**src/rtl/pipe_scoreboard_if.sv**
```systemverilog
// ID-stage issue/hazard bundle between the decode stage (master) and the scoreboard (slave).
// Widths follow the scoreboard parameters AW, RW and SELW.
interface pipe_scoreboard_if #(
    parameter int AW   = 5,
    parameter int RW   = 2,
    parameter int SELW = 2
);
    logic            hold_i;
    logic            flush_i;
    logic            issue_valid_i;
    logic            issue_we_i;
    logic [AW-1:0]   issue_rd_i;
    logic [RW-1:0]   issue_rdy_i;
    logic            use_a_i;
    logic            use_b_i;
    logic [AW-1:0]   src_a_i;
    logic [AW-1:0]   src_b_i;
    logic            stall_o;
    logic [SELW-1:0] fwd_a_o;
    logic [SELW-1:0] fwd_b_o;
    logic            busy_o;
    logic [31:0]     stall_cnt_o;
    logic [31:0]     flush_cnt_o;

    modport master (
        output hold_i, flush_i, issue_valid_i, issue_we_i, issue_rd_i, issue_rdy_i,
        output use_a_i, use_b_i, src_a_i, src_b_i,
        input  stall_o, fwd_a_o, fwd_b_o, busy_o, stall_cnt_o, flush_cnt_o
    );

    modport slave (
        input  hold_i, flush_i, issue_valid_i, issue_we_i, issue_rd_i, issue_rdy_i,
        input  use_a_i, use_b_i, src_a_i, src_b_i,
        output stall_o, fwd_a_o, fwd_b_o, busy_o, stall_cnt_o, flush_cnt_o
    );
endinterface

```
**src/rtl/pipe_scoreboard.sv**
```systemverilog
// Hazard-interlock and forwarding-select scoreboard for the in-order pipeline (EX..WB window).
// Optional stall/flush performance counters are built when SB_PERF_CNT_EN is defined.

module pipe_scoreboard_chk #(
    parameter int NSTAGE = 3,
    parameter int RW     = 2,
    parameter int SELW   = 2
) (
    input logic          clk,
    input logic          rst,
    input logic          issue_valid_i,
    input logic          flush_i,
    input logic [RW-1:0] issue_rdy_i
);
    if (NSTAGE < 2 || NSTAGE > 8) begin : g_bad_nstage
        $error("pipe_scoreboard: NSTAGE out of range 2..8");
    end
    if ((1 << SELW) < NSTAGE) begin : g_bad_selw
        $error("pipe_scoreboard: SELW too narrow for NSTAGE");
    end
    if ((1 << RW) < NSTAGE) begin : g_bad_rw
        $error("pipe_scoreboard: RW too narrow for NSTAGE");
    end

    // A result must become available inside the tracked window.
    rdy_in_range_a: assert property (@(posedge clk) disable iff (rst)
        (issue_valid_i && !flush_i) |-> (int'(issue_rdy_i) < NSTAGE));
endmodule

module pipe_scoreboard #(
    parameter int NSTAGE = 3,
    parameter int AW     = 5,
    parameter int SELW   = 2,
    parameter int RW     = 2
) (
    input logic              clk,
    input logic              rst,
    pipe_scoreboard_if.slave sb
);
    typedef struct packed {
        logic            haz;
        logic [SELW-1:0] sel;
    } look_t;

    logic [NSTAGE-1:0] v_q, v_d;
    logic [NSTAGE-1:0] we_q, we_d;
    logic [AW-1:0]     rd_q  [NSTAGE];
    logic [AW-1:0]     rd_d  [NSTAGE];
    logic [RW-1:0]     rdy_q [NSTAGE];
    logic [RW-1:0]     rdy_d [NSTAGE];
    logic [SELW-1:0]   fwd_a_q, fwd_a_d;
    logic [SELW-1:0]   fwd_b_q, fwd_b_d;
    logic              busy_q, busy_d;
    look_t             look_a_s, look_b_s;
    logic              stall_s;
    logic              accept_s;

    // Scan oldest to youngest so the youngest matching producer overrides older ones.
    function automatic look_t lookup(input logic use_s, input logic [AW-1:0] src);
        look_t res;
        look_t cand;
        logic  hit;
        res = '0;
        for (int j = NSTAGE - 1; j >= 0; j--) begin
            hit      = use_s && (src != {AW{1'b0}}) && v_q[j] && we_q[j] && (rd_q[j] == src);
            cand.haz = int'(rdy_q[j]) > j;
            cand.sel = (!cand.haz && (j <= NSTAGE - 2)) ? SELW'(j + 1) : {SELW{1'b0}};
            res      = hit ? cand : res;
        end
        return res;
    endfunction

    // Source lookup and interlock decision for the instruction sitting in ID.
    always_comb begin
        look_a_s = lookup(sb.use_a_i, sb.src_a_i);
        look_b_s = lookup(sb.use_b_i, sb.src_b_i);
        stall_s  = sb.issue_valid_i && !sb.flush_i && (look_a_s.haz || look_b_s.haz);
        accept_s = sb.issue_valid_i && !sb.flush_i && !stall_s;
    end

    // Advance the in-flight window and load ID into EX unless the pipeline is frozen.
    always_comb begin
        v_d     = v_q;
        we_d    = we_q;
        rd_d    = rd_q;
        rdy_d   = rdy_q;
        fwd_a_d = fwd_a_q;
        fwd_b_d = fwd_b_q;
        if (sb.hold_i) begin
            v_d = v_q;
        end else begin
            for (int j = 1; j < NSTAGE; j++) begin
                v_d[j]   = v_q[j-1];
                we_d[j]  = we_q[j-1];
                rd_d[j]  = rd_q[j-1];
                rdy_d[j] = rdy_q[j-1];
            end
            v_d[0]   = accept_s;
            we_d[0]  = sb.issue_we_i;
            rd_d[0]  = sb.issue_rd_i;
            rdy_d[0] = sb.issue_rdy_i;
            fwd_a_d  = accept_s ? look_a_s.sel : {SELW{1'b0}};
            fwd_b_d  = accept_s ? look_b_s.sel : {SELW{1'b0}};
        end
        busy_d = |v_d;
    end

    // Scoreboard state and registered forwarding selects.
    always_ff @(posedge clk or posedge rst) begin
        if (rst) begin
            v_q     <= {NSTAGE{1'b0}};
            we_q    <= {NSTAGE{1'b0}};
            fwd_a_q <= {SELW{1'b0}};
            fwd_b_q <= {SELW{1'b0}};
            busy_q  <= 1'b0;
            for (int j = 0; j < NSTAGE; j++) begin
                rd_q[j]  <= {AW{1'b0}};
                rdy_q[j] <= {RW{1'b0}};
            end
        end else begin
            v_q     <= v_d;
            we_q    <= we_d;
            rd_q    <= rd_d;
            rdy_q   <= rdy_d;
            fwd_a_q <= fwd_a_d;
            fwd_b_q <= fwd_b_d;
            busy_q  <= busy_d;
        end
    end

    assign sb.stall_o = stall_s;
    assign sb.fwd_a_o = fwd_a_q;
    assign sb.fwd_b_o = fwd_b_q;
    assign sb.busy_o  = busy_q;

`ifdef SB_PERF_CNT_EN
    logic [31:0] stall_cnt_q, stall_cnt_d;
    logic [31:0] flush_cnt_q, flush_cnt_d;

    // Saturating event counters; frozen cycles are not counted.
    always_comb begin
        stall_cnt_d = stall_cnt_q;
        flush_cnt_d = flush_cnt_q;
        if (!sb.hold_i && stall_s && (stall_cnt_q != 32'hFFFF_FFFF)) begin
            stall_cnt_d = stall_cnt_q + 32'd1;
        end else begin
            stall_cnt_d = stall_cnt_q;
        end
        if (!sb.hold_i && sb.flush_i && sb.issue_valid_i && (flush_cnt_q != 32'hFFFF_FFFF)) begin
            flush_cnt_d = flush_cnt_q + 32'd1;
        end else begin
            flush_cnt_d = flush_cnt_q;
        end
    end

    // Counter registers.
    always_ff @(posedge clk or posedge rst) begin
        if (rst) begin
            stall_cnt_q <= 32'd0;
            flush_cnt_q <= 32'd0;
        end else begin
            stall_cnt_q <= stall_cnt_d;
            flush_cnt_q <= flush_cnt_d;
        end
    end

    assign sb.stall_cnt_o = stall_cnt_q;
    assign sb.flush_cnt_o = flush_cnt_q;
`else
    assign sb.stall_cnt_o = 32'd0;
    assign sb.flush_cnt_o = 32'd0;
`endif

    pipe_scoreboard_chk #(
        .NSTAGE (NSTAGE),
        .RW     (RW),
        .SELW   (SELW)
    ) u_chk (
        .clk           (clk),
        .rst           (rst),
        .issue_valid_i (sb.issue_valid_i),
        .flush_i       (sb.flush_i),
        .issue_rdy_i   (sb.issue_rdy_i)
    );
endmodule

```
**src/flat_wrapper.sv**
```systemverilog
// flat-port wrapper written by rule: the top's interface ports become plain ports
module pipe_scoreboard_flat 
#(
    parameter int NSTAGE = 3,
    parameter int AW     = 5,
    parameter int SELW   = 2,
    parameter int RW     = 2
)
  (clk, rst, sb_hold_i, sb_flush_i, sb_issue_valid_i, sb_issue_we_i, sb_issue_rd_i, sb_issue_rdy_i, sb_use_a_i, sb_use_b_i, sb_src_a_i, sb_src_b_i, sb_stall_o, sb_fwd_a_o, sb_fwd_b_o, sb_busy_o, sb_stall_cnt_o, sb_flush_cnt_o);
  pipe_scoreboard_if #(.AW(AW), .RW(RW), .SELW(SELW)) sb_i ();
  input logic clk;
  input logic rst;
  input wire logic [$bits(sb_i.hold_i)-1:0] sb_hold_i;
  input wire logic [$bits(sb_i.flush_i)-1:0] sb_flush_i;
  input wire logic [$bits(sb_i.issue_valid_i)-1:0] sb_issue_valid_i;
  input wire logic [$bits(sb_i.issue_we_i)-1:0] sb_issue_we_i;
  input wire logic [$bits(sb_i.issue_rd_i)-1:0] sb_issue_rd_i;
  input wire logic [$bits(sb_i.issue_rdy_i)-1:0] sb_issue_rdy_i;
  input wire logic [$bits(sb_i.use_a_i)-1:0] sb_use_a_i;
  input wire logic [$bits(sb_i.use_b_i)-1:0] sb_use_b_i;
  input wire logic [$bits(sb_i.src_a_i)-1:0] sb_src_a_i;
  input wire logic [$bits(sb_i.src_b_i)-1:0] sb_src_b_i;
  output wire logic [$bits(sb_i.stall_o)-1:0] sb_stall_o;
  output wire logic [$bits(sb_i.fwd_a_o)-1:0] sb_fwd_a_o;
  output wire logic [$bits(sb_i.fwd_b_o)-1:0] sb_fwd_b_o;
  output wire logic [$bits(sb_i.busy_o)-1:0] sb_busy_o;
  output wire logic [$bits(sb_i.stall_cnt_o)-1:0] sb_stall_cnt_o;
  output wire logic [$bits(sb_i.flush_cnt_o)-1:0] sb_flush_cnt_o;
  assign sb_i.hold_i = sb_hold_i;
  assign sb_i.flush_i = sb_flush_i;
  assign sb_i.issue_valid_i = sb_issue_valid_i;
  assign sb_i.issue_we_i = sb_issue_we_i;
  assign sb_i.issue_rd_i = sb_issue_rd_i;
  assign sb_i.issue_rdy_i = sb_issue_rdy_i;
  assign sb_i.use_a_i = sb_use_a_i;
  assign sb_i.use_b_i = sb_use_b_i;
  assign sb_i.src_a_i = sb_src_a_i;
  assign sb_i.src_b_i = sb_src_b_i;
  assign sb_stall_o = sb_i.stall_o;
  assign sb_fwd_a_o = sb_i.fwd_a_o;
  assign sb_fwd_b_o = sb_i.fwd_b_o;
  assign sb_busy_o = sb_i.busy_o;
  assign sb_stall_cnt_o = sb_i.stall_cnt_o;
  assign sb_flush_cnt_o = sb_i.flush_cnt_o;
  pipe_scoreboard #(.NSTAGE(NSTAGE), .AW(AW), .SELW(SELW), .RW(RW)) u_core (.clk(clk), .rst(rst), .sb(sb_i));
endmodule
```
**config.mk**
```make
export PLATFORM = sky130hd
export DESIGN_NAME = pipe_scoreboard_flat
export DESIGN_NICKNAME = d
export VERILOG_FILES = /design/src/rtl/pipe_scoreboard_if.sv /design/src/rtl/pipe_scoreboard.sv /design/src/flat_wrapper.sv
export SDC_FILE = /design/constraint.sdc
export NUM_CORES = 1
export LEC_CHECK = 0
export CELL_PAD_IN_SITES_DETAIL_PLACEMENT = 0
export CELL_PAD_IN_SITES_GLOBAL_PLACEMENT = 1
export CORE_ASPECT_RATIO = 1.4
export CORE_MARGIN = 3
export CORE_UTILIZATION = 32
export DETAILED_ROUTE_END_ITERATION = 8
export GPL_TIMING_DRIVEN = 0
export PLACE_DENSITY_LB_ADDON = 0.1
export SLEW_MARGIN = 20
export SYNTH_ARGS = -nofsm -noshare
export SYNTH_HDL_FRONTEND = slang
export SYNTH_SLANG_ARGS = --single-unit
```
**constraint.sdc**
```tcl
create_clock -name clk -period 2.05 [get_ports clk]
set_clock_uncertainty 0.05 [all_clocks]
set_input_delay 0.3075 -clock clk [delete_from_list [all_inputs] [get_ports clk]]
set_output_delay 0.3075 -clock clk [all_outputs]
set_load 0.01 [all_outputs]
```
# Yosys cells after proc, flatten, opt, wreduce, memory -nomap -nowiden
# Cells that the tools add are included.
[totals]
ff_bits = 32
latchBits = 0
mem_bits_rw = 0
rom_bits = 0
inputBits = 25
output_inout_bits = 70
elab_cells = 60
mem_count = 0
[classes]
addsub = 0
n_mul = 0
div_mod_pow = 0
magnitude_cmp = 3
n_eq_ne = 6
shifts = 0
mux = 11
bitwise = 0
reduce_logical = 29
[op_table]
columns = ["cell", "n"]
rows = [
  ["$eq A5 B5 Y1", 6],
  ["$logic_and A1 B1 Y1", 23],
  ["$mux W3", 7],
  ["$reduce_bool A5 Y1", 2],
  ["$mux W2", 3],
  ["$gt A2 B1 Y1 const B", 2],
  ["$reduce_or A3 Y1", 1],
  ["$gt A2 B2 Y1 const B", 1],
  ["$logic_not A1 Y1", 2],
  ["$logic_or A1 B1 Y1", 1],
  ["$mux W1", 1],
]

# Longest topological paths before layout
# Gate-level depths: netlist (run 1).
[logic_depth]
word_depth = 14
depth_mapped = 6
mapped_depth_nobuf = 6

# Least setup slack after synthesis (run 1)
# Ideal clock, no wire load.
[synth_path]
path_kind = "register -> output"
startpoint = "reg u_core.rd_q[14] (netlist name)"
endpoint = "out sb_stall_o"
arrival_ns = 1.560
required_ns = 1.692
path_slack_ns = 0.133
stages_incl_launch_ff = 6
path_buffers = 0
path_cell_list = "dfrtp_1 xor2_1 nor4_2 nand2_1 o311a_1 o211a_1"
[synth_via]
elab_chain_len = 5
elab_cells_between_ends = 8
classes_between = "eq/ne: 2; mux: 2; reduce/logical: 4"
[synth_lines]
columns = ["item", "line_no", "rtl"]
rows = [
  ["from (decl)", "pipe_scoreboard.sv:47", "logic [AW-1:0] rd_q [NSTAGE];"],
  ["from (signal, indexed assignment)", "pipe_scoreboard.sv:117", "rd_q[j] <= {AW{1'b0}};"],
  ["from (signal assigned)", "pipe_scoreboard.sv:123", "rd_q <= rd_d;"],
  ["$eq A5 B5 Y1", "pipe_scoreboard.sv:65", "hit = use_s && (src != {AW{1'b0}}) && v_q[j] && we_q[j] && (rd_q[j] == src);"],
  ["$logic_and A1 B1 Y1", "pipe_scoreboard.sv:65", ""],
  ["$mux W3", "pipe_scoreboard.sv:68", "res = hit ? cand : res;"],
  ["$logic_or A1 B1 Y1 *", "pipe_scoreboard.sv:77", "stall_s = sb.issue_valid_i && !sb.flush_i && (look_a_s.haz || look_b_s.haz);"],
  ["$logic_and A1 B1 Y1 *", "pipe_scoreboard.sv:77", ""],
  ["to (decl)", "flat_wrapper.sv:23", "output wire logic [$bits(sb_i.stall_o)-1:0] sb_stall_o;"],
]
# Mark *: on every way between the ends. The rest lies on a longest branch, timed or not.

# Worst setup path in the final report (run 1)
[layout_path]
startpoint = "reg u_core.rd_q[10] (netlist name)"
endpoint = "out sb_stall_o"
# Same word-level chain as after synthesis.

==> impl_summary.txt, run 1 <==
----------------------------------------------------
[Critical path]
  Endpoint kind of the worst setup timing path ... primary output
  Register-to-register setup slack ... -0.21 ns
  CP max FO ... 3
  Worst Path Arrival ... 2.04 ns
  Worst setup SP type ... register
  Required time at the worst-slack endpoint ... roughly 1.7 ns
  Setup CP Type ... register to primary output

[Run]
  Reported max-cap violation count ... 0

[Logic synthesis]
  Cell taking the most area after synthesis ... sky130_fd_sc_hd__dfrtp_1
  Post-synthesis cell area ... ~0.0022 mm2
  Share of synthesized registers carrying an async set or reset ... 1.00
  Post-synthesis instance total ... 209
  Yosys synthesis warning count ... 0
  Share of Yosys cell area claimed by the top area cell type ... 0.366
  Proportion of synthesized chip area in sequential cells ... 0.366
  Yosys reg bits ... 32
  Number of flops mapped to enable cells by yosys ... 0
  Synthesized area divided by synthesized cell count ... 10.5 um2
  Post-synth cell types ... 33
  Main area contributors after synthesis ... sky130_fd_sc_hd__dfrtp_1 (37%), sky130_fd_sc_hd__buf_4 (22%), sky130_fd_sc_hd__mux2_2 (13%)
  Post-synth top flop ... sky130_fd_sc_hd__dfrtp_1

[Timing]
  Final count of pins violating max slew ... 0
  Final setup violation count ... 2
  Period minus WS final ... about 2.4 ns
  Number of hold violations in the final report ... 0
  Highest clock frequency the design can meet ... approximately 0.42 GHz
  Final worst setup slack ... -0.352 ns
  Setup repair after global routing missed its margin ... true
  Hold WS ... 0.390 ns
  Share of the clock period used by the worst path ... 1.17
  Worst-margin pin slew ... between 0.6 and 0.7 ns
  Slew margin rel. ... 0.548
  Setup_tns ... -0.566 ns

[Clock tree]
  Clock tree from TritonCTS ... built
  Latest clock arrival within the worst-skew pair ... between 0.2 and 0.3 ns
  Largest buffer count on any clock path ... 2
  Library cell used as clock root buffer ... sky130_fd_sc_hd__clkbuf_8
  Number of buffers added by the clock tree synthesis step ... 5
  Number of hold-repair buffers added at the cts stage ... 0
  Clock Pin Slew Worst Setup and Hold Paths ... 0.07 ns
  Number of clock sinks ... 32
  H-tree Lvls ... 2

[Drt]
  Post-detailed-route count of antenna-violating nets ... 0
  Final WL ... ~4600 um
  Vias/cell ... around 3.8
  Post-DR wirelength/cell ... between 10 and 15 um
  DRC Markers ... 0
  Via count of the routed design ... about 1600
  Violation count after the first detailed-route iteration ... 27
  TritonRoute pass-1 iters ... 3

[Die]
  Initial cell density of the core ... 0.331
  Die boundary height ... between 100 and 150 um
  Number of cell rows ... 35
  Top-level port count ... between 90 and 100
  Horiz. Die Dim ... between 70 and 80 um
  Placeable Area ... 0.00661 mm2
  Floorplan die area ... just under 0.008 mm2

[Global route]
  Global-route wire length before repair ... approximately 7300 um
  Vias in the first global route ... 1544
  Antenna violations before repair ... 0
  Largest net degree at the start of global routing ... 33
  All-Layer GR Usage ... 0.121
  Congestion Overflow GR ... 0

[Final layout]
  Finished Core Util ... 0.467
  Layout cells sized above 1 ... 0.408
  Post-layout instance area ... between 0.003 and 0.004 mm2
  Layout Area Growth over Synthesis ... 41.1%
  Number of nets in the layout ... between 300 and 400
  Fill cell count ... approximately 670
  Area of the multi-input gates ... 0.00117 mm2
  Number of inserted diodes ... 0
  Sequential cell area in the final layout ... ~800 um2

[Worst hold path]
  Class of the tightest hold or removal check ... input port to asynchronous set/reset pin

[Place]
  Weighted congestion at the end of routability-driven global placement ... 0.802
  Placed wire-length estimate after detailed placement ... ~3700 um
  Placed Area ... 0.00283 mm2
  Count of buffers from port buffering ... 29

[Power and ir drop]
  Worst IR drop on VDD ... between 300 and 400 uV
  Final Power ... roughly 0.0018 W
  Power density over the cells ... 575 mW/mm2
  Leakage power figure ... approximately 1.5 nW

[Run status]
  Status ... finished with violations
  Violated checks ... negative setup slack

----------------------------------------------------
==> per-stage QoR <==
stage / instances / worst slack [ns]
after floorplan: 272 / 0.133
after global placement: 393 / -0.956
after detailed placement: 393 / -0.943
after CTS: 415 / -0.353
after global routing: 418 / -0.447
final: 418 / -0.352
==> worst paths after layout <==
check | from | to | cells past startpoint
min in group clk | u_core.sb.fwd_a_o[0]$_DFFE_PP0N_ | u_core.sb.fwd_a_o[0]$_DFFE_PP0N_ | 2
worst min register to register | u_core.sb.fwd_a_o[0]$_DFFE_PP0N_ | u_core.sb.fwd_a_o[0]$_DFFE_PP0N_ | 2
worst max register to register | u_core.rd_q[11]$_DFFE_PP0N_ | u_core.sb.fwd_b_o[0]$_DFFE_PP0N_ | 15
worst max-delay path | u_core.rd_q[10]$_DFFE_PP0N_ | sb_stall_o | 6
max in group asynchronous | rst | u_core.rd_q[12]$_DFFE_PP0N_ | 2
worst min-delay path | rst | u_core.rdy_q[0]$_DFFE_PP0N_ | 2
==> metal layers <==
metal	share of wire	wire (um)	vias to the layer above	GRT usage
met5	0	0	-	0
met4	0.027	126	0	0.0563
met3	0.081	375	10	0.0252
met2	0.53	2470	69	0.214
met1	0.36	1670	693	0.130
li1	-	-	810	-
==> sequential cells by signal, indices dropped and copies added, names as in the netlist <==
signal             cells
u_core.sb.busy_o       1
u_core.sb.fwd_a_o      2
u_core.rdy_q           6
u_core.rd_q           15
u_core.sb.fwd_b_o      2
u_core.we_q            3
u_core.v_q             3
==> where the power goes <==
group | switching, W | internal [W] | total (W)
logic | 0.000218 | 0.000286 | 0.000504
registers | 0.0000830 | 0.000713 | 0.000796
clock network | 0.000240 | 0.000236 | 0.000476
==> cell usage in the layout, fill, tap and decap left out, drive strengths merged <==
cell type / n
a21o: 1
dlygate4sd2: 10
and4: 1
clkbuf: 9
o21a: 1
clkinv: 3
nand3: 3
nor4: 2
nor3b: 1
nor3: 4
o211a: 1
xor2: 20
o21ai: 6
inv: 2
mux2: 26
nand2: 8
dfrtp: 32
or4: 3
and2: 1
o211ai: 1
o311a: 1
clkdlybuf4s50: 18
o41ai: 1
xnor2: 10
a211oi: 2
buf: 82
and3: 1
nand4: 5
nor2: 5
o31ai: 2
conb: 64
==> Yosys cell counts, types with 3 or more instances <==
cell type,count
sky130_fd_sc_hd__mux2_2,26
sky130_fd_sc_hd__xnor2_1,10
sky130_fd_sc_hd__or4_1,3
sky130_fd_sc_hd__buf_4,64
sky130_fd_sc_hd__clkbuf_1,4
sky130_fd_sc_hd__dfrtp_1,32
sky130_fd_sc_hd__o21ai_1,4
sky130_fd_sc_hd__xor2_1,20
sky130_fd_sc_hd__nor3_1,3
sky130_fd_sc_hd__nor2_1,5
sky130_fd_sc_hd__nand4_1,5
sky130_fd_sc_hd__nand3_1,3
sky130_fd_sc_hd__nand2_1,8
==> worst max-delay path, stage by stage, from the launching register on <==
cell and delay, ns:
sky130_fd_sc_hd__dfrtp_1 0.43, sky130_fd_sc_hd__xor2_2 0.17, sky130_fd_sc_hd__nor4_2 0.32, sky130_fd_sc_hd__nand2_1 0.14, sky130_fd_sc_hd__o311a_1 0.35, sky130_fd_sc_hd__o211a_1 0.23, sky130_fd_sc_hd__buf_6 0.12
==> layout make-up <==
class                      count  share of cell area
tap                           92              0.0373
inverter                       2             0.00243
clock buffer                   5              0.0223
sequential                    32               0.260
multi-input combinational    170               0.380
timing repair buffer          46               0.132
clock inverter                 3             0.00608
buffer                        68               0.161
==> timing repair <==
action / in CTS / in global routing
buffers inserted: 14 / 3
pin swaps: 7 / 5
setup endpoints to repair: 2 / 3
resized for setup: 22 / 3
hold endpoints to repair: 0 / 0
==> logic make-up (layout without fill, tap and decap cells) <==
group	Yosys count	in the layout	synth area share
buffers and inverters	70	124	0.230
and+or+nand+nor	34	34	0.0892
AOI/OAI and AO/OA	16	16	0.0589
other	1	64	0.00171
muxes	26	26	0.134
DFF	32	32	0.366
xor gates and xnor gates	30	30	0.120
No activity file was read; power rests on OpenSTA's default activity.
==> run 2, diff against run 1 <==
Settings changed: TNS_END_PERCENT set to 30.
==> run 2 against run 1 <==
The flow still finishes with violations (negative setup slack); final cell count did not move; global-route usage unchanged; highest routed layer unchanged; first-iteration DRC count unchanged; non-clock buffer count is the same.
==> impl_summary.txt, run 2 (synthesis gave the netlist of run 1 again) <==
----------------------------------------------------
[Timing]
  Number of hold violations in the final report ... 0
  Share of the clock period used by the worst path ... 1.17
  Slew margin rel. ... 0.548
  Period minus WS final ... 2.40 ns
  Highest clock frequency the design can meet ... 0.416 GHz
  Final count of pins violating max slew ... 0
  Setup_tns ... -0.566 ns
  Final worst setup slack ... -0.352 ns
  Setup repair after global routing missed its margin ... true
  Final setup violation count ... 2
  Worst-margin pin slew ... around 0.68 ns
  Hold WS ... 0.390 ns

[Drt]
  TritonRoute pass-1 iters ... 3
  Post-DR wirelength/cell ... roughly 11 um
  DRC Markers ... 0
  Vias/cell ... ~3.8
  Post-detailed-route count of antenna-violating nets ... 0
  Final WL ... about 4600 um
  Violation count after the first detailed-route iteration ... 27
  Via count of the routed design ... between 1500 and 2000

[Critical path]
  Setup CP Type ... register to primary output
  Worst setup SP type ... register
  Required time at the worst-slack endpoint ... ~1.7 ns
  Endpoint kind of the worst setup timing path ... primary output
  CP max FO ... 3
  Worst Path Arrival ... 2.04 ns

[Power and ir drop]
  Worst IR drop on VDD ... roughly 320 uV
  Clock power frac ... 0.268
  Internal power consumption ... ~0.0012 W
  Flop pwr share ... 0.448
  Leakage power figure ... between 1.5 and 2 nW
  Switching portion of total power ... 0.304
  Part of the power in combinational logic ... 0.284
  Psw ... between 0.0005 and 0.0006 W
  Power density over the cells ... between 500 and 600 mW/mm2

[Final layout]
  Number of nets in the layout ... 350
  Layout Area Growth over Synthesis ... 41.1%
  Largest registers in the final layout ... u_core.rd_q x15, u_core.rdy_q x6
  Final cell count without fillers ... 418
  Most frequent cells in the layout ... sky130_fd_sc_hd__buf_4 (81), sky130_fd_sc_hd__conb_1 (64), sky130_fd_sc_hd__dfrtp_1 (31)
  Fill cell count ... about 670
  Layout cells sized above 1 ... 0.408
  Number of inserted diodes ... 0
  Top reg by flops ... u_core.rd_q
  Leading cell type in the layout, fill and taps excluded ... sky130_fd_sc_hd__buf_4
  Finished Core Util ... 0.467
  Largest register FFs ... 15

[Die]
  Placeable Area ... about 0.0066 mm2
  Floorplan die area ... slightly below 0.008 mm2
  Initial cell density of the core ... 0.331
  Horiz. Die Dim ... ~76 um
  Die boundary height ... between 100 and 150 um
  Top-level port count ... 95
  Number of cell rows ... 35

[Place]
  Count of placed standard cells including taps ... ~390
  Placed wire-length estimate after detailed placement ... 3670 um
  Weighted congestion at the end of routability-driven global placement ... around 0.8
  Count of buffers from port buffering ... 29

[Run status]
  Status ... finished with violations
  Violated checks ... negative setup slack

[Global route]
  Global-route wire length before repair ... around 7300 um
  Congestion Overflow GR ... 0
  All-Layer GR Usage ... 0.121
  Vias in the first global route ... 1544
  Antenna violations before repair ... 0
  Largest net degree at the start of global routing ... 33

[Clock tree]
  Clock Pin Slew Worst Setup and Hold Paths ... 0.07 ns
  Clock tree from TritonCTS ... built
  Largest buffer count on any clock path ... 2
  Library cell used as clock root buffer ... sky130_fd_sc_hd__clkbuf_8
  H-tree Lvls ... 2
  Number of clock sinks ... 32
  Latest clock arrival within the worst-skew pair ... approximately 0.28 ns
  Number of buffers added by the clock tree synthesis step ... 5

[Worst hold path]
  Class of the tightest hold or removal check ... input port to asynchronous set/reset pin

[Run]
  Reported max-cap violation count ... 0

----------------------------------------------------
-- run 2: cell counts in the layout (fill, tap and decap cells not counted) --
No cell type changed its count.
-- run 2: worst paths after layout --
check | startpoint | end | slack (ns) | depth (start not counted)
worst min register to register | u_core.sb.fwd_a_o[0]$_DFFE_PP0N_ | u_core.sb.fwd_a_o[0]$_DFFE_PP0N_ | 0.44 | 2
worst min-delay path | rst | u_core.rdy_q[0]$_DFFE_PP0N_ | 0.39 | 2
max in group asynchronous | rst | u_core.rd_q[12]$_DFFE_PP0N_ | 1.07 | 2
min in group clk | u_core.sb.fwd_a_o[0]$_DFFE_PP0N_ | u_core.sb.fwd_a_o[0]$_DFFE_PP0N_ | 0.44 | 2
worst max-delay path | u_core.rd_q[10]$_DFFE_PP0N_ | sb_stall_o | -0.35 | 6
worst max register to register | u_core.rd_q[11]$_DFFE_PP0N_ | u_core.sb.fwd_b_o[0]$_DFFE_PP0N_ | -0.21 | 15
-- run 2: per-layer routing --
layer  vias to the layer above  share of wire  track usage
li1                        810              -            -
met1                       693           0.36        0.130
met2                        69           0.53        0.214
met3                        10          0.081       0.0252
met4                         0          0.027       0.0563
met5                         -              0            0
-- run 2: what timing repair did --
item,in CTS,in global routing
resized for setup,22,3
hold buffers,0,0
setup endpoints to repair,2,3
pin swaps,7,5
buffers inserted,14,3
-- run 2: layout make-up --
| class | count | area (um2) | share of cell area |
|---|---|---|---|
| clock buffer | 5 | 68.8 | 0.0223 |
| inverter | 2 | 7.51 | 0.00243 |
| tap | 92 | 115 | 0.0373 |
| buffer | 68 | 495 | 0.161 |
| timing repair buffer | 46 | 407 | 0.132 |
| multi-input combinational | 170 | 1170 | 0.380 |
| sequential | 32 | 802 | 0.260 |
| clock inverter | 3 | 18.8 | 0.00608 |
-- run 2: critical path, cell delays in order (launching register included) --
cell and delay, ns:
sky130_fd_sc_hd__dfrtp_1 0.43, sky130_fd_sc_hd__xor2_2 0.17, sky130_fd_sc_hd__nor4_2 0.32, sky130_fd_sc_hd__nand2_1 0.14, sky130_fd_sc_hd__o311a_1 0.35, sky130_fd_sc_hd__o211a_1 0.23, sky130_fd_sc_hd__buf_6 0.12
-- run 2: through the flow --
step | setup slack, ns | total power (W) | cell area, um2
after global placement | -0.956 | 0.00126 | 2830
after floorplan | 0.133 | 0.00114 | 2420
after CTS | -0.353 | 0.00179 | 3040
after detailed placement | -0.943 | 0.00127 | 2830
after global routing | -0.447 | 0.00189 | 3090
final | -0.352 | 0.00178 | 3090
-- run 2: power by group through the flow --
stage,Combinational (W),Sequential [W],Clock (W)
global placement,0.000452,0.000808,0
finish,0.000504,0.000796,0.000476
detailed placement,0.000456,0.000811,0
floorplan,0.000350,0.000786,0
CTS,0.000490,0.000799,0.000499
global route,0.000558,0.000808,0.000522
==> run 3, diff against run 2 <==
Settings changed: CORE_UTILIZATION 32 to 31, SYNTH_HIERARCHICAL set to 1, TNS_END_PERCENT 30 to 10.
==> run 3 against run 2 <==
The flow still finishes with violations (negative setup slack); area after synthesis fell by 1.1%; combinational power fell by 0.8%; flip-flop and latch count did not move; clock-buffer cell count rose by 2; synthesized cell count fell by 2.4%; die area rose by 2.0%; sequential share of layout area rose by 0.31 points; largest cell class unchanged.
==> impl_summary.txt, run 3 <==
----------------------------------------------------
[Die]
  Die boundary height ... 105 um
  Initial cell density of the core ... 0.323
  Top-level port count ... 95
  Floorplan die area ... 0.00803 mm2
  Horiz. Die Dim ... 76.6 um
  Placeable Area ... around 0.0067 mm2
  Number of cell rows ... 35

[Timing]
  Highest clock frequency the design can meet ... around 0.40 GHz
  Setup repair after global routing missed its margin ... true
  Slew margin rel. ... 0.542
  Final count of pins violating max slew ... 0
  Period minus WS final ... 2.52 ns
  Share of the clock period used by the worst path ... 1.23
  Number of hold violations in the final report ... 0
  Final setup violation count ... 2
  Final worst setup slack ... -0.465 ns
  Worst-margin pin slew ... about 0.7 ns
  Setup_tns ... -0.587 ns

[Final layout]
  Leading cell type in the layout, fill and taps excluded ... sky130_fd_sc_hd__buf_4
  Fill cell count ... 687
  Largest register FFs ... 15
  Top reg by flops ... u_core/rd_q
  Largest registers in the final layout ... u_core/rd_q x15, u_core/rdy_q x6
  Layout cells sized above 1 ... 0.392
  Most frequent cells in the layout ... sky130_fd_sc_hd__buf_4 (71), sky130_fd_sc_hd__conb_1 (64), sky130_fd_sc_hd__dfrtp_1 (32)
  Layout Area Growth over Synthesis ... 40.7%
  Number of inserted diodes ... 0
  Number of nets in the layout ... about 340
  Post-layout instance area ... roughly 0.0030 mm2
  Finished Core Util ... 0.454

[Critical path]
  Crit path to ... sb_stall_o
  Setup CP Type ... register to primary output
  R2R depth ... 7
  R2r endpoint ... u_core/sb.fwd_a_o[1]$_DFFE_PP0N_
  Worst setup path startpoint ... u_core/rd_q[5]$_DFFE_PP0N_
  Worst setup SP type ... register
  Worst Path Arrival ... 2.16 ns
  Endpoint kind of the worst setup timing path ... primary output
  CP max FO ... 2
  Register-to-register setup slack ... -0.12 ns
  Required time at the worst-slack endpoint ... 1.69 ns
  Worst flop-to-flop path startpoint ... u_core/rd_q[7]$_DFFE_PP0N_

[Clock tree]
  Clock tree from TritonCTS ... built
  Largest buffer count on any clock path ... 2
  H-tree Lvls ... 2
  Library cell used as clock root buffer ... sky130_fd_sc_hd__clkbuf_8
  Latest clock arrival within the worst-skew pair ... approximately 0.29 ns
  Number of buffers added by the clock tree synthesis step ... 5
  Number of clock sinks ... 32
  Clock Pin Slew Worst Setup and Hold Paths ... about 0.06 ns

[Power and ir drop]
  Internal power consumption ... 0.00143 W
  Switching portion of total power ... 0.269
  Clock power frac ... 0.338
  Leakage power figure ... about 1.5 nW
  Power density over the cells ... 641 mW/mm2
  Psw ... 0.000526 W
  Flop pwr share ... 0.406
  Worst IR drop on VDD ... ~300 uV
  Part of the power in combinational logic ... 0.256

[Logic synthesis]
  Most frequent cell after synthesis ... sky130_fd_sc_hd__buf_4
  Post-synthesis instance total ... 204
  Yosys synthesis warning count ... 6
  Post-synthesis cell area ... approximately 0.0022 mm2
  Proportion of synthesized chip area in sequential cells ... 0.370
  Leading post-synthesis cells by instance count ... sky130_fd_sc_hd__buf_4 (64), sky130_fd_sc_hd__dfrtp_1 (32), sky130_fd_sc_hd__mux2_2 (27)
  Cell taking the most area after synthesis ... sky130_fd_sc_hd__dfrtp_1
  Yosys reg bits ... 32
  Number of flops mapped to enable cells by yosys ... 0
  Synthesized area divided by synthesized cell count ... between 10 and 15 um2
  Main area contributors after synthesis ... sky130_fd_sc_hd__dfrtp_1 (37%), sky130_fd_sc_hd__buf_4 (22%), sky130_fd_sc_hd__mux2_2 (14%)
  Post-synth cell types ... 32
  Post-synth top flop ... sky130_fd_sc_hd__dfrtp_1
  Share of synthesized registers carrying an async set or reset ... 1.00
  Share of Yosys cell area claimed by the top area cell type ... 0.370

[Global route]
  Congestion Overflow GR ... 0
  Vias in the first global route ... 1623
  Antenna violations before repair ... 0
  All-Layer GR Usage ... 0.123
  Global-route wire length before repair ... 7730 um
  Largest net degree at the start of global routing ... 33

[Place]
  Placed wire-length estimate after detailed placement ... ~3700 um
  Count of buffers from port buffering ... 29
  Weighted congestion at the end of routability-driven global placement ... between 0.7 and 0.8
  Post-place setup slack ... -1.20 ns
  Placed Area ... 0.00282 mm2

[Drt]
  Post-detailed-route count of antenna-violating nets ... 0
  Via count of the routed design ... roughly 1500
  Vias/cell ... between 3 and 4
  Final WL ... 4610 um
  TritonRoute pass-1 iters ... 4
  Post-DR wirelength/cell ... 11.4 um
  DRC Markers ... 0
  Violation count after the first detailed-route iteration ... 33

[Run status]
  Status ... finished with violations
  Violated checks ... negative setup slack

[Worst hold path]
  Class of the tightest hold or removal check ... input port to asynchronous set/reset pin

[Run]
  Reported max-cap violation count ... 0

----------------------------------------------------
[run 3: cell types whose count changed after synthesis, sizes merged, moves of 2 or more]
| cell | previous run | this run |
|---|---|---|
| mux2i | 0 | 2 |
| nand2 | 8 | 10 |
| nor2 | 5 | 2 |
| nor3 | 4 | 2 |
| o21ai | 6 | 4 |
| xnor2 | 10 | 21 |
| xor2 | 20 | 9 |
[run 3: cells by family (layout without fill, tap and decap cells)]
family                 count (synthesis)  after routing  share of synthesized area
other                                  1             64                    0.00173
AND/OR/NAND/NOR                       30             30                     0.0775
flip-flops                            32             32                      0.370
XOR/XNOR                              30             30                      0.121
buffers and inverters                 69            113                      0.231
multiplexers                          29             29                      0.150
AO/OA/AOI/OAI                         13             13                     0.0486
[run 3: worst min path at each step]
stage / start / to
after floorplan: rst / u_core/rd_q[0]$_DFFE_PP0N_
after global placement: u_core/sb.fwd_b_o[0]$_DFFE_PP0N_ / u_core/sb.fwd_b_o[0]$_DFFE_PP0N_
after detailed placement: u_core/sb.fwd_b_o[0]$_DFFE_PP0N_ / u_core/sb.fwd_b_o[0]$_DFFE_PP0N_
after CTS: rst / u_core/rd_q[1]$_DFFE_PP0N_
after global routing: sb_hold_i / u_core/rd_q[11]$_DFFE_PP0N_
final: rst / u_core/rd_q[14]$_DFFE_PP0N_
[run 3: metrics by stage]
stage / hold WS, ns / power (W) / instances
after global placement: 0.426 / 0.00126 / 388
after detailed placement: 0.430 / 0.00127 / 388
after global routing: 0.472 / 0.00206 / 403
after CTS: 0.422 / 0.00196 / 403
final: 0.399 / 0.00195 / 403
after floorplan: 0.374 / 0.00114 / 267
[run 3: power by group through the flow]
stage               clock network (W)  registers [W]  logic (W)
finish                       0.000660       0.000791   0.000500
CTS                          0.000685       0.000792   0.000481
detailed placement                  0       0.000812   0.000455
global route                 0.000704       0.000803   0.000556
floorplan                           0       0.000785   0.000353
global placement                    0       0.000812   0.000448
[run 3: worst max-delay path, cell delays in order (launching register included)]
cell and delay (ns):
sky130_fd_sc_hd__dfrtp_1 0.40, sky130_fd_sc_hd__xnor2_1 0.16, sky130_fd_sc_hd__nand4_1 0.14, sky130_fd_sc_hd__or4_4 0.45, sky130_fd_sc_hd__mux2i_2 0.17, sky130_fd_sc_hd__mux2_4 0.31
sky130_fd_sc_hd__a21oi_4 0.13, sky130_fd_sc_hd__buf_6 0.11
[run 3: cell type report]
type / instances / area [um2] / area share
Buffer: 68 / 495 / 0.163
Clock buffer: 7 / 96.3 / 0.0316
Clock inverter: 1 / 30.0 / 0.00986
Inverter: 1 / 3.75 / 0.00123
Multi-Input combinational cell: 166 / 1170 / 0.386
Sequential cell: 32 / 801 / 0.263
Tap cell: 92 / 115 / 0.0378
Timing Repair Buffer: 36 / 328 / 0.108
[run 3: what timing repair did]
action,CTS,global route
endpoints found under the setup margin,7,6
cloned,0,0
hold buffers,0,0
buffers inserted,7,0
gates resized for setup,19,7
pin swaps,9,6
[run 3: per-layer routing]
layer  up-vias  share of wire  global-route usage
met5         -              0                   0
met4         0          0.021              0.0544
met2        62           0.52               0.217
li1        775              -                   -
met3         6          0.053              0.0216
met1       671           0.40               0.143
